File: config.mk
export PLATFORM = sky130hd
export DESIGN_NAME = vend_session_controller_flat
export DESIGN_NICKNAME = d
export VERILOG_FILES = /design/src/rtl/vend_session_controller_if.sv /design/src/rtl/vend_session_controller.sv /design/src/flat_wrapper.sv
export SDC_FILE = /design/constraint.sdc
export NUM_CORES = 1
export LEC_CHECK = 0
export BUFFER_PORTS_ARGS = -buffer_cell sky130_fd_sc_hd__buf_2
export CAP_MARGIN = 20
export CELL_PAD_IN_SITES_DETAIL_PLACEMENT = 0
export CELL_PAD_IN_SITES_GLOBAL_PLACEMENT = 1
export CORE_MARGIN = 4
export CORE_UTILIZATION = 42
export DETAILED_ROUTE_END_ITERATION = 10
export GPL_TIMING_DRIVEN = 1
export HOLD_SLACK_MARGIN = 0.08
export PLACE_DENSITY = 0.87
export SETUP_SLACK_MARGIN = 0.02
export SLEW_MARGIN = 20
export SYNTH_ARGS = -nofsm -noshare
export SYNTH_HDL_FRONTEND = slang
export SYNTH_SLANG_ARGS = --single-unit
File: constraint.sdc
create_clock -name clock -period 2.7 [get_ports clock]
set_clock_uncertainty 0.1 [all_clocks]
set_input_delay 0.54 -clock clock [delete_from_list [all_inputs] [get_ports clock]]
set_output_delay 0.54 -clock clock [all_outputs]
set_load 0.05 [all_outputs]
File: src/rtl/vend_session_controller_if.sv
// vend_session_controller_if: front-panel / dispense handshake bundle for the vend session controller.
interface vend_session_controller_if #(parameter int CREDIT_W = 6);
    logic [3:0]          item_number;
    logic                select;
    logic                nickel_in;
    logic                dime_in;
    logic                cancel;
    logic                dispense_ready;
    logic                dispense;
    logic                nickel_out;
    logic                coin_reject;
    logic                busy;
    logic [CREDIT_W-1:0] credit;

    modport master (
        output item_number, select, nickel_in, dime_in, cancel, dispense_ready,
        input  dispense, nickel_out, coin_reject, busy, credit
    );

    modport slave (
        input  item_number, select, nickel_in, dime_in, cancel, dispense_ready,
        output dispense, nickel_out, coin_reject, busy, credit
    );
endinterface

File: src/rtl/vend_session_controller.sv
// vend_session_controller: selection/credit/vend/payout session sequencer.
// Define VEND_AUDIT_EN to add the 16-bit sales_count output.
module vend_session_controller #(
    parameter int CREDIT_W       = 6,
    parameter int TIMEOUT_CYCLES = 1000
) (
    input logic clock,
    input logic reset,
    vend_session_controller_if.slave bus
`ifdef VEND_AUDIT_EN
    ,
    output logic [15:0] sales_count
`endif
);
    localparam int PW = CREDIT_W > 5 ? CREDIT_W : 5;
    localparam int TW = TIMEOUT_CYCLES > 1 ? $clog2(TIMEOUT_CYCLES) : 1;
    localparam logic [TW-1:0] T_LAST = TW'(TIMEOUT_CYCLES > 0 ? TIMEOUT_CYCLES - 1 : 0);

    typedef enum logic [1:0] {IDLE, COLLECT, VEND, PAYOUT} state_t;

    state_t              state;
    logic [4:0]          price;
    logic [TW-1:0]       timer;
    logic [1:0]          coin_val;
    logic [CREDIT_W:0]   sum;
    logic [CREDIT_W-1:0] left;
    logic                coin;
    logic                fits;
    logic                paid;
    logic                timed_out;

    // The extra top bit of sum flags a coin that would overflow credit.
    always_comb begin
        coin_val  = {1'b0, bus.nickel_in} + {bus.dime_in, 1'b0};
        sum       = {1'b0, bus.credit} + (CREDIT_W+1)'(coin_val);
        coin      = coin_val != 2'd0;
        fits      = !sum[CREDIT_W];
        paid      = PW'(bus.credit) >= PW'(price);
        left      = CREDIT_W'(PW'(bus.credit) - PW'(price));
        timed_out = (TIMEOUT_CYCLES > 0) && (timer == T_LAST);
    end

    always_ff @(posedge clock or negedge reset) begin
        if (!reset) begin
            state           <= IDLE;
            price           <= '0;
            timer           <= '0;
            bus.credit      <= '0;
            bus.dispense    <= 1'b0;
            bus.nickel_out  <= 1'b0;
            bus.coin_reject <= 1'b0;
            bus.busy        <= 1'b0;
`ifdef VEND_AUDIT_EN
            sales_count     <= '0;
`endif
        end else begin
            bus.dispense    <= 1'b0;
            bus.nickel_out  <= 1'b0;
            bus.coin_reject <= coin;
            unique case (state)
                IDLE: begin
                    bus.coin_reject <= coin && !fits;
                    if (coin && fits) bus.credit <= sum[CREDIT_W-1:0];
                    if (bus.select) begin
                        price <= 5'(bus.item_number) + 5'd1;
                        timer <= '0;
                        state <= COLLECT;
                    end
                end
                COLLECT: begin
                    bus.coin_reject <= coin && !fits;
                    if (coin && fits) bus.credit <= sum[CREDIT_W-1:0];
                    timer <= coin ? '0 : timer + 1'b1;
                    // Decisions use the registered credit; a coin on this edge still lands.
                    if (bus.cancel || timed_out) begin
                        state    <= PAYOUT;
                        bus.busy <= 1'b1;
                    end else if (paid) begin
                        state    <= VEND;
                        bus.busy <= 1'b1;
                    end
                end
                VEND: begin
                    if (bus.dispense_ready) begin
                        bus.dispense <= 1'b1;
                        bus.credit   <= left;
                        state        <= left != '0 ? PAYOUT : IDLE;
                        bus.busy     <= left != '0;
`ifdef VEND_AUDIT_EN
                        sales_count  <= sales_count + 16'd1;
`endif
                    end
                end
                PAYOUT: begin
                    if (bus.credit != '0) begin
                        bus.nickel_out <= 1'b1;
                        bus.credit     <= bus.credit - 1'b1;
                    end else begin
                        state    <= IDLE;
                        bus.busy <= 1'b0;
                    end
                end
                default: state <= IDLE;
            endcase
        end
    end
endmodule

File: src/flat_wrapper.sv
// flat-port wrapper written by rule: the top's interface ports become plain ports
module vend_session_controller_flat 
#(
    parameter int CREDIT_W       = 6,
    parameter int TIMEOUT_CYCLES = 1000
)
  (clock, reset, bus_item_number, bus_select, bus_nickel_in, bus_dime_in, bus_cancel, bus_dispense_ready, bus_dispense, bus_nickel_out, bus_coin_reject, bus_busy, bus_credit);
  vend_session_controller_if #(.CREDIT_W(CREDIT_W)) bus_i ();
  input logic clock;
  input logic reset;
  input wire logic [$bits(bus_i.item_number)-1:0] bus_item_number;
  input wire logic [$bits(bus_i.select)-1:0] bus_select;
  input wire logic [$bits(bus_i.nickel_in)-1:0] bus_nickel_in;
  input wire logic [$bits(bus_i.dime_in)-1:0] bus_dime_in;
  input wire logic [$bits(bus_i.cancel)-1:0] bus_cancel;
  input wire logic [$bits(bus_i.dispense_ready)-1:0] bus_dispense_ready;
  output wire logic [$bits(bus_i.dispense)-1:0] bus_dispense;
  output wire logic [$bits(bus_i.nickel_out)-1:0] bus_nickel_out;
  output wire logic [$bits(bus_i.coin_reject)-1:0] bus_coin_reject;
  output wire logic [$bits(bus_i.busy)-1:0] bus_busy;
  output wire logic [$bits(bus_i.credit)-1:0] bus_credit;
  assign bus_i.item_number = bus_item_number;
  assign bus_i.select = bus_select;
  assign bus_i.nickel_in = bus_nickel_in;
  assign bus_i.dime_in = bus_dime_in;
  assign bus_i.cancel = bus_cancel;
  assign bus_i.dispense_ready = bus_dispense_ready;
  assign bus_dispense = bus_i.dispense;
  assign bus_nickel_out = bus_i.nickel_out;
  assign bus_coin_reject = bus_i.coin_reject;
  assign bus_busy = bus_i.busy;
  assign bus_credit = bus_i.credit;
  vend_session_controller #(.CREDIT_W(CREDIT_W), .TIMEOUT_CYCLES(TIMEOUT_CYCLES)) u_core (.clock(clock), .reset(reset), .bus(bus_i));
endmodule
==> metrics <==
average wire per cell in the routed design=between 10 and 15 microns; number of setup violations in the final report=0; length in cells of the worst reg-to-reg path=10; cell chain of the critical path=inv_1, ha_1, inv_2, fa_1, a211oi_2, nor2_1, xnor2_1, nor2_1, a2111oi_4, a31oi_1; Die Area=about 5700 sq um; post-synth top area cell=dfrtp_1; Final TNS setup=0 ns; share of final-layout standard cells stronger than drive strength 1=between 10% and 20%; post-synthesis to final-layout area growth=12.8%; die height=between 70 and 80 microns; Setup CP Type=reg2reg; RSZ-0062 raised after global routing=no; count of antenna diodes in the layout=0; kind of end point of the critical path=flop; register bit count reported by yosys=27; Slew headroom=between 40% and 50%; DRC Markers=0; Area contributors post-synth=dfrtp_1, ha_1, nor2_1; Setup crit end=u_core.state[1]; syn_nets=244; Levels on crit path=10; Core Footprint=4380 sq um; critical path data arrival time=~2.6 ns; starting utilization of the core area=approximately 44%; Required @ worst endpoint=around 2.8 ns; maximum fanout encountered on the critical timing path=4; async set-reset flop share out of synthesis=100%; fin util=49.1%; worst reg2reg startpoint=u_core.bus.credit[0]; clock buffers created by TritonCTS=3; number of maximum-capacitance constraint violations=0; actual transition at the worst max-transition pin=roughly 0.8 ns; maximum root-to-sink buffer count=2; worst slack at placement=~0.16 ns; VDD IR-drop max=slightly below 0.8 mV; run status=finished, final reports clean; antenna-violating nets left=0; Synth warnings=0; number of global-route vias before repair=approximately 1600; wire length of the first global-routing pass=approximately 7300 microns; clock tree from TritonCTS=built; sequential-to-total area share from yosys stat=35.4%; clock-pin slew on the worst setup and hold paths=~0.10 ns; register-to-register setup slack=roughly 0.19 ns; maximum cell stage delay along the critical path=roughly 0.43 ns; worst min-delay path category=in2async; count of flip-flops with a built-in enable after synthesis=0; Avg Vias per Cell=approximately 5.5; total power=approximately 0.0028 W; worst reg2reg path endpoint=u_core.state[1]; count of buffering cells on the critical path with inverters included=2; proportion of netlist area held by the largest area contributor=35.4%; Final Routed Wirelength=approximately 4300 microns; number of antenna violations at the first check in global routing=0; post-synthesis cell type count=between 40 and 50; PnR worst setup slack=around 0.19 ns; top cell types by occurrence after synthesis=dfrtp_1, nor2_1, nand2_1, o21ai_1, ha_1; number of H-tree levels=1; IO buf count=20; Pwr Density=roughly 1300 nW/um^2; clock insertion delay at the later pin of the skew report=0.27 ns; Critical Path Slowest Stage Cell=fa_1; global placer's final weighted congestion=slightly above 0.8; number of detailed-route iterations in the first pass=5; Worst path most repeated cell=nor2_1; remaining global-route overflow=0; final-layout worst hold slack=between 0.15 and 0.2 ns; final period utilization=just over 90%; iteration-0 DRC count of the detailed router=67; number of clock sinks=27; pin count of the biggest net entering global routing=28; average instance area after synthesis=just under 9 sq um; Hold Buf Count CTS=0; timing startpoint of the critical path=u_core.bus.credit[0]; overall via count from detail_route=around 1600; final hold violation count=0; die span in x=between 70 and 80 microns; Top FF cell, synth=dfrtp_1; Net count, final=~270; fmax=399 MHz; clock tree root driver cell=clkbuf_8; Final Max Slew Viols=0; Leak Pwr=slightly below 1 nW; nature of the critical path startpoint=flop; IO Pins=21; row count=24; area of the mapped netlist=approximately 1900 sq um; HPWL after DPL=3270 microns; cells after synthesis=roughly 220; GRT Total Usage=between 10% and 20%; CP delay by family, top=compound AO/OA/AOI/OAI gates; fin crit period=~2.5 ns
[worst min-delay path by stage]
stage,from,to,depth (start not counted)
floorplan,reset,u_core.bus.busy,0
finish,reset,u_core.state[1],1
CTS,reset,u_core.state[1],1
global route,reset,u_core.state[1],1
detailed placement,u_core.timer[8],u_core.timer[8],1
global placement,u_core.price[4],u_core.price[4],2
[what timing repair did]
item / 4_1_cts / 5_1_grt
resized for setup: 0 / 1
setup endpoints to repair: 0 / 3
setup buffers: 0 / 1
[sequential cells by signal, indices dropped and copies added (netlist names)]
name,count
u_core.timer,10
u_core.price,5
u_core.bus.busy,1
u_core.state,2
u_core.bus.credit,6
u_core.bus.coin_reject,1
u_core.bus.dispense,1
u_core.bus.nickel_out,1
[area by class of cell]
| cell class | count | area (sq um) |
|---|---|---|
| Sequential cell | 27 | 676 |
| Tap cell | 52 | 65.1 |
| Fill cell | 443 | 2230 |
| Timing Repair Buffer | 28 | 160 |
| Multi-Input combinational cell | 171 | 1160 |
| Inverter | 12 | 45.0 |
| Clock buffer | 4 | 45.0 |
[logic make-up (layout without fill, tap and decap cells)]
| group | after synthesis | in the layout | synth area share [%] |
|---|---|---|---|
| mux | 3 | 3 | 1.64 |
| xor+xnor | 9 | 9 | 4.13 |
| compound gates | 64 | 64 | 22.9 |
| buf+inv | 18 | 44 | 4.00 |
| flops | 27 | 27 | 35.4 |
| fa+ha+maj | 17 | 17 | 11.9 |
| simple gates | 78 | 78 | 20.0 |
[cell usage in the layout, fill, tap and decap left out, types with 5 or more instances in the layout]
cell type / netlist / final
nor2_1: 27 / 27
dfrtp_1: 27 / 27
buf_2: 4 / 20
nand2_1: 19 / 19
o21ai_1: 17 / 17
ha_1: 15 / 15
a21oi_1: 14 / 14
inv_1: 11 / 11
nand3_1: 9 / 9
o21ai_0: 8 / 8
buf_4: 1 / 8
a31oi_1: 7 / 7
xor2_1: 6 / 6
and3_1: 5 / 5
[through the flow]
| step | instances | cell area (sq um) |
|---|---|---|
| finish | 294 | 2150 |
| global route | 294 | 2150 |
| CTS | 293 | 2140 |
| detailed placement | 289 | 2100 |
| global placement | 289 | 2100 |
| floorplan | 216 | 1910 |
[metal layers]
layer / vias to the layer above / routed length (microns) / GRT usage, %
met5: - / 0 / 0
met4: 0 / 15 / 3.88
met3: 2 / 146 / 1.98
met2: 29 / 2010 / 26.9
met1: 759 / 2160 / 23.5
li1: 823 / - / -
[power breakdown]
group / leakage (nW) / total, W / switching [W] / internal [W]
registers: 0.343 / 0.000652 / 0.000116 / 0.000536
clock network: 0.0228 / 0.000237 / 0.000131 / 0.000106
logic: 0.608 / 0.00195 / 0.00124 / 0.000717
(Power assumes the default switching activity.)
